$ cat config.mk
export PLATFORM = sky130hd
export DESIGN_NAME = puf_challenge_ctrl_flat
export DESIGN_NICKNAME = d
export VERILOG_FILES = /design/src/rtl/puf_challenge_ctrl_if.sv /design/src/rtl/puf_challenge_ctrl.sv /design/src/flat_wrapper.sv
export SDC_FILE = /design/constraint.sdc
export NUM_CORES = 1
export LEC_CHECK = 0
export ABC_AREA = 1
export BUFFER_PORTS_ARGS = -buffer_cell sky130_fd_sc_hd__buf_4
export CELL_PAD_IN_SITES_DETAIL_PLACEMENT = 0
export CELL_PAD_IN_SITES_GLOBAL_PLACEMENT = 1
export CORE_MARGIN = 2
export CORE_UTILIZATION = 39
export DETAILED_ROUTE_END_ITERATION = 8
export PLACE_DENSITY = 0.78
export SLEW_MARGIN = 10
export SYNTH_ARGS = -nofsm -noshare
export SYNTH_HDL_FRONTEND = slang
export SYNTH_SLANG_ARGS = --single-unit
$ cat constraint.sdc
create_clock -name clk -period 2.5 [get_ports clk]
set_clock_uncertainty 0.2 [all_clocks]
set_input_delay 0.125 -clock clk [delete_from_list [all_inputs] [get_ports clk]]
set_output_delay 0.125 -clock clk [all_outputs]
set_load 0.01 [all_outputs]
$ cat src/rtl/puf_challenge_ctrl_if.sv
// puf_challenge_ctrl_if
//   Bundles the host handshake, the oscillator-array control lines and the
//   frozen counts for the RO PUF challenge controller.
//   master : host/test side plus the two RO counter arrays (drive start,
//            chal_base, count_a, count_b; observe everything else)
//   slave  : the controller itself
//   Signals:
//     start, chal_base[4:0]       run request and first challenge
//     count_a[7:0], count_b[7:0]  frozen counts of arrays A and B
//     challenge[4:0], ro_en,      oscillator select, enable and counter clear
//     cnt_clr
//     busy, done, resp_valid      run status
//     response, unstable          NBITS-wide result words
interface puf_challenge_ctrl_if #(
    parameter int NBITS = 8
);
    logic             start;
    logic [4:0]       chal_base;
    logic [7:0]       count_a;
    logic [7:0]       count_b;
    logic [4:0]       challenge;
    logic             ro_en;
    logic             cnt_clr;
    logic             busy;
    logic             done;
    logic [NBITS-1:0] response;
    logic [NBITS-1:0] unstable;
    logic             resp_valid;

    modport master (
        output start, chal_base, count_a, count_b,
        input  challenge, ro_en, cnt_clr, busy, done, response, unstable, resp_valid
    );

    modport slave (
        input  start, chal_base, count_a, count_b,
        output challenge, ro_en, cnt_clr, busy, done, response, unstable, resp_valid
    );
endinterface

$ cat src/rtl/puf_challenge_ctrl.sv
// puf_challenge_ctrl
//   Challenge-issuing controller for a ring-oscillator PUF. For each of NBITS
//   challenges (base+i mod 32) it clears both RO counters, enables the
//   oscillators for WIN cycles, waits SETTLE cycles for the counts to freeze,
//   then compares count_a against count_b to build one response bit and one
//   unstable-bit flag.
//   Ports:
//     clk    rising-edge clock
//     rst_n  synchronous reset, active HIGH despite the legacy name
//     bus    puf_challenge_ctrl_if slave modport (handshake, RO control,
//            counts, response/unstable words)
//   All outputs are registered; the output registers are loaded with the
//   values belonging to the state being entered.
module puf_challenge_ctrl #(
    parameter int NBITS   = 8,
    parameter int WIN     = 64,
    parameter int CLR_CYC = 2,
    parameter int SETTLE  = 4,
    parameter int THRESH  = 4
) (
    input  logic                 clk,
    input  logic                 rst_n,
    puf_challenge_ctrl_if.slave  bus
);

    localparam logic [2:0] S_IDLE   = 3'd0;
    localparam logic [2:0] S_CLEAR  = 3'd1;
    localparam logic [2:0] S_RUN    = 3'd2;
    localparam logic [2:0] S_SETTLE = 3'd3;
    localparam logic [2:0] S_SAMPLE = 3'd4;
    localparam logic [2:0] S_DONE   = 3'd5;

    // One phase counter serves CLEAR, RUN and SETTLE, so it is sized for the
    // longest of the three.
    localparam int PH_MAX = (WIN > CLR_CYC) ? ((WIN > SETTLE) ? WIN : SETTLE)
                                            : ((CLR_CYC > SETTLE) ? CLR_CYC : SETTLE);
    localparam int PH_W   = (PH_MAX > 1) ? $clog2(PH_MAX) : 1;
    localparam int IDX_W  = (NBITS > 1) ? $clog2(NBITS) : 1;

    logic [2:0]       state;
    logic [PH_W-1:0]  ph_cnt;
    logic [IDX_W-1:0] idx;
    logic [4:0]       base;

    // Unsigned distance between the two counts; the extra bit keeps the
    // subtraction from wrapping.
    function automatic logic [8:0] abs_diff(input logic [7:0] a, input logic [7:0] b);
        if (a >= b)
            return {1'b0, a} - {1'b0, b};
        else
            return {1'b0, b} - {1'b0, a};
    endfunction

    always_ff @(posedge clk) begin
        if (rst_n) begin
            state          <= S_IDLE;
            ph_cnt         <= '0;
            idx            <= '0;
            base           <= '0;
            bus.challenge  <= '0;
            bus.ro_en      <= 1'b0;
            bus.cnt_clr    <= 1'b0;
            bus.busy       <= 1'b0;
            bus.done       <= 1'b0;
            bus.response   <= '0;
            bus.unstable   <= '0;
            bus.resp_valid <= 1'b0;
        end else begin
            bus.done <= 1'b0;
            case (state)
                S_IDLE: begin
                    if (bus.start) begin
                        base           <= bus.chal_base;
                        bus.challenge  <= bus.chal_base;
                        idx            <= '0;
                        ph_cnt         <= '0;
                        bus.response   <= '0;
                        bus.unstable   <= '0;
                        bus.resp_valid <= 1'b0;
                        bus.busy       <= 1'b1;
                        bus.cnt_clr    <= 1'b1;
                        state          <= S_CLEAR;
                    end
                end

                S_CLEAR: begin
                    if (ph_cnt == PH_W'(CLR_CYC - 1)) begin
                        ph_cnt      <= '0;
                        bus.cnt_clr <= 1'b0;
                        bus.ro_en   <= 1'b1;
                        state       <= S_RUN;
                    end else begin
                        ph_cnt <= ph_cnt + 1'b1;
                    end
                end

                S_RUN: begin
                    if (ph_cnt == PH_W'(WIN - 1)) begin
                        ph_cnt    <= '0;
                        bus.ro_en <= 1'b0;
                        state     <= S_SETTLE;
                    end else begin
                        ph_cnt <= ph_cnt + 1'b1;
                    end
                end

                S_SETTLE: begin
                    if (ph_cnt == PH_W'(SETTLE - 1)) begin
                        ph_cnt <= '0;
                        state  <= S_SAMPLE;
                    end else begin
                        ph_cnt <= ph_cnt + 1'b1;
                    end
                end

                S_SAMPLE: begin
                    // Ties resolve to 0; with THRESH=0 no bit is ever unstable.
                    bus.response[idx] <= (bus.count_a > bus.count_b);
                    bus.unstable[idx] <= (abs_diff(bus.count_a, bus.count_b) < 9'(THRESH));
                    if (idx == IDX_W'(NBITS - 1)) begin
                        bus.done       <= 1'b1;
                        bus.resp_valid <= 1'b1;
                        state          <= S_DONE;
                    end else begin
                        idx           <= idx + 1'b1;
                        // 5-bit sum wraps 31 -> 0 on its own.
                        bus.challenge <= base + 5'(idx) + 5'd1;
                        bus.cnt_clr   <= 1'b1;
                        state         <= S_CLEAR;
                    end
                end

                S_DONE: begin
                    bus.busy <= 1'b0;
                    state    <= S_IDLE;
                end

                default: begin
                    state <= S_IDLE;
                end
            endcase
        end
    end

endmodule

$ cat src/flat_wrapper.sv
// flat-port wrapper written by rule: the top's interface ports become plain ports
module puf_challenge_ctrl_flat 
#(
    parameter int NBITS   = 8,
    parameter int WIN     = 64,
    parameter int CLR_CYC = 2,
    parameter int SETTLE  = 4,
    parameter int THRESH  = 4
)
  (clk, rst_n, bus_start, bus_chal_base, bus_count_a, bus_count_b, bus_challenge, bus_ro_en, bus_cnt_clr, bus_busy, bus_done, bus_response, bus_unstable, bus_resp_valid);
  puf_challenge_ctrl_if #(.NBITS(NBITS)) bus_i ();
  input  logic clk;
  input  logic rst_n;
  input wire logic [$bits(bus_i.start)-1:0] bus_start;
  input wire logic [$bits(bus_i.chal_base)-1:0] bus_chal_base;
  input wire logic [$bits(bus_i.count_a)-1:0] bus_count_a;
  input wire logic [$bits(bus_i.count_b)-1:0] bus_count_b;
  output wire logic [$bits(bus_i.challenge)-1:0] bus_challenge;
  output wire logic [$bits(bus_i.ro_en)-1:0] bus_ro_en;
  output wire logic [$bits(bus_i.cnt_clr)-1:0] bus_cnt_clr;
  output wire logic [$bits(bus_i.busy)-1:0] bus_busy;
  output wire logic [$bits(bus_i.done)-1:0] bus_done;
  output wire logic [$bits(bus_i.response)-1:0] bus_response;
  output wire logic [$bits(bus_i.unstable)-1:0] bus_unstable;
  output wire logic [$bits(bus_i.resp_valid)-1:0] bus_resp_valid;
  assign bus_i.start = bus_start;
  assign bus_i.chal_base = bus_chal_base;
  assign bus_i.count_a = bus_count_a;
  assign bus_i.count_b = bus_count_b;
  assign bus_challenge = bus_i.challenge;
  assign bus_ro_en = bus_i.ro_en;
  assign bus_cnt_clr = bus_i.cnt_clr;
  assign bus_busy = bus_i.busy;
  assign bus_done = bus_i.done;
  assign bus_response = bus_i.response;
  assign bus_unstable = bus_i.unstable;
  assign bus_resp_valid = bus_i.resp_valid;
  puf_challenge_ctrl #(.NBITS(NBITS), .WIN(WIN), .CLR_CYC(CLR_CYC), .SETTLE(SETTLE), .THRESH(THRESH)) u_core (.clk(clk), .rst_n(rst_n), .bus(bus_i));
endmodule
==> impl_metrics.csv <==
group,metric,value,unit
power_and_ir_drop,power_density,589,mW/mm^2
finish,nNetsFinal,529,
logic_synthesis,synthCells,427,
placed_design,place_congestion,0.831,
sta,rsz0062_at_grt,"no",
logic_synthesis,async_reset_ff_frac,0,
logic_synthesis,synth_cell_types,38,
clocking,tritoncts,"yes",
logic_synthesis,syn_area,0.00280,mm^2
setup_path,path_buf_inv,0,
placed_design,portBuffers,49,
drt,drc,0,
sta,post-route-period-util,0.790,
grt,grt_max_degree,33,
drt,drtIter0Drc,94,
clocking,cts_made_buffers,5,
drt,via_per_inst,4.70,
floorplan,die_h,88.8,um
floorplan,die_w,88.8,um
setup_path,cpLargestDelayFamily,"simple AND/OR/NAND/NOR gates",
setup_path,cp_max_fo,5,
logic_synthesis,synth_nets,475,
clocking,path_clk_slew,0.08,ns
sta,hold_violations,0,
grt,grt-ovfl-total,0,
finish,fillers,743,
hold_path,hp-class,"input pin to flop",
setup_path,start_kind,"flop",
logic_synthesis,synth_area_leaders,"dfxtp_1 (31%), nand2_1 (16%), ha_1 (10%), inv_1 (7.5%), a21oi_1 (7.0%)",
finish,seqCellArea,861,um^2
logic_synthesis,synth_edf_count,0,
finish,synthToLayoutAreaGrowth,21.0,%
finish,final_cell_area,0.00339,mm^2
sta,drv_slew,0,
sta,max_freq,506,MHz
logic_synthesis,synth_ff_type,"dfxtp_1",
logic_synthesis,avgSynthCellArea,6.56,um^2
logic_synthesis,synth.most_common_cell,"nand2_1",
setup_path,required,2.46,ns
clocking,cts.sinks,43,
setup_path,critPathArrivalTime,1.94,ns
grt,grt_pass1_vias,2592,
sta,period_minus_slack,1.98,ns
drt,avgRoutedWirePerCell,11.4,um
drt,routed_wl,6550,um
run,cap_violations,0,
sta,tightest_slew,0.383,ns
setup_path,cpPeakStageDelay,0.41,ns
grt,grt_pass1_wl,11400,um
clocking,h-tree-depth,2,
sta,tns,0,ns
sta,slew_headroom,0.742,
finish,layout-drive-gt1-share,0.160,
floorplan,dieArea,0.00788,mm^2
logic_synthesis,ys_top_cells_by_count,"nand2_1 (117), inv_1 (56), nor2_1 (50)",
logic_synthesis,yosysTopAreaCell,"dfxtp_1",
clocking,clock_path_buffers,2,
placed_design,dp_cells,565,
clocking,cts_setup_buffers,0,
power_and_ir_drop,p_total,2.00,mW
status,outcome,"finished clean",
floorplan,num_rows,30,
clocking,clk_latency,0.29,ns
drt,final_antenna_net_count,0,
finish,multi_input_area,0.00167,mm^2
grt,antenna_found_initial,0,
logic_synthesis,synth_top_area_frac,0.307,
power_and_ir_drop,ir_drop,0.314,mV
grt,grt_usage,0.179,
setup_path,critPathCaptureType,"flop",
floorplan,coreArea,0.00687,mm^2
setup_path,cp_common_cell,"nand2_1",
finish,n_antenna_cell,0,
drt,drt_first_pass_iters,5,
finish,final_cells,577,
placed_design,dp_hpwl,5140,um
logic_synthesis,synth-seq-cells,43,
logic_synthesis,yosysSeqAreaShare,0.307,
floorplan,ios,50,
sta,setup_viol_count_final,0,
setup_path,cp_cell_sequence,"ha_1 > nand2_1 > nor2_1 > nand3_1 > nand2_1 > nand2_1 > nor2_1 > o21ai_0 > nand2_1 > a21oi_1",
drt,route.vias.total,2710,
placed_design,placed_area,0.00326,mm^2
clocking,cts_root_buf,"clkbuf_8",
power_and_ir_drop,leakage,1.63,nW
floorplan,initial_utilization,0.408,
setup_path,setup.worst_path.class,"flop to flop",
logic_synthesis,synth_warnings,0,
setup_path,slowest_stage,"dfxtp_1",
## final cells by class
| class | instances | area share |
|---|---|---|
| multi-input combinational | 313 | 0.491 |
| clock inverter | 2 | 0.00406 |
| clock buffer | 5 | 0.0203 |
| sequential | 43 | 0.254 |
| inverter | 63 | 0.0697 |
| timing repair buffer | 55 | 0.125 |
| tap | 96 | 0.0354 |
## worst paths after layout
path	start	endpoint	slack, ns	cells past startpoint
worst max-delay path	u_core.ph_cnt[0]$_SDFFE_PP0P_	u_core.bus.ro_en$_SDFFE_PP0P_	0.52	10
worst min-delay path	rst_n	u_core.ph_cnt[4]$_SDFFE_PP0P_	0.02	2
worst max register to register	u_core.ph_cnt[0]$_SDFFE_PP0P_	u_core.bus.ro_en$_SDFFE_PP0P_	0.52	10
worst min register to register	u_core.base[0]$_SDFFE_PP0P_	u_core.base[0]$_SDFFE_PP0P_	0.26	2
## kinds of logic (layout without fill, tap and decap cells)
logic type               Yosys count  after routing  synth area share
AND/OR/NAND/NOR                  208            208             0.311
adder cells (fa/ha/maj)           24             24             0.110
XOR/XNOR                           4              4            0.0125
AO/OA/AOI/OAI                     77             77             0.161
buffers and inverters             71            125            0.0983
flip-flops                        43             43             0.307
## worst register-to-register path, delay by kind of cell, from the launching register on
kind,cells,cell delay [ns]
AND/OR/NAND/NOR,7,0.85
flip-flops,1,0.41
AO/OA/AOI/OAI,2,0.19
adder cells (fa/ha/maj),1,0.21
## sequential cells by signal, summed over array words and instances, names as in the netlist, 3 cells and up
| register | count |
|---|---|
| u_core.bus.unstable | 8 |
| u_core.bus.challenge | 5 |
| u_core.ph_cnt | 6 |
| u_core.idx | 3 |
| u_core.state | 3 |
| u_core.bus.response | 8 |
| u_core.base | 5 |
## routing by layer
layer	GRT usage	vias up	routed length (um)
met5	0	-	0
met3	0.0289	2	246
met4	0.0289	0	17
met1	0.251	1193	3390
li1	-	1470	-
met2	0.293	45	2900
## power by group
part           internal [mW]  switching (mW)  total (mW)
combinational          0.284           0.477       0.761
clock                  0.191           0.230       0.421
sequential             0.765          0.0514       0.816
total                   1.24           0.758        2.00
## stage by stage
stage | worst slack (ns) | util | hold slack, ns
6_report | 0.524 | 0.494 | 0.0231
3_5_place_dp | 0.378 | 0.474 | 0.174
5_1_grt | 0.271 | 0.494 | 0.0357
2_1_floorplan | 0.764 | - | 0.00813
4_1_cts | 0.519 | 0.494 | 0.0179
3_3_place_gp | 0.419 | 0.474 | 0.166
## cells in the final DEF, fill, tap and decap left out, drive strengths merged
master and count:
nand2 120, inv 62, nor2 54, buf 50, dfxtp 43, a21oi 41
nand3 23, ha 23, o21ai 16, a31oi 5, clkbuf 5, dlygate4sd3 5
nand4 5, nor3 4, xor2 3, o211ai 3, clkinv 3, a21o 2
or2 2, a211oi 2, o21bai 2, o21a 1, o31ai 1, a2111oi 1
a31o 1, a22oi 1, a221oi 1, xnor2 1, fa 1
## what timing repair did
action                                 4_1_cts  5_1_grt
resized for setup                            0        0
endpoints found under the hold margin       10        0
hold buffers                                 5        0
Power figures use the tool's default switching activity.
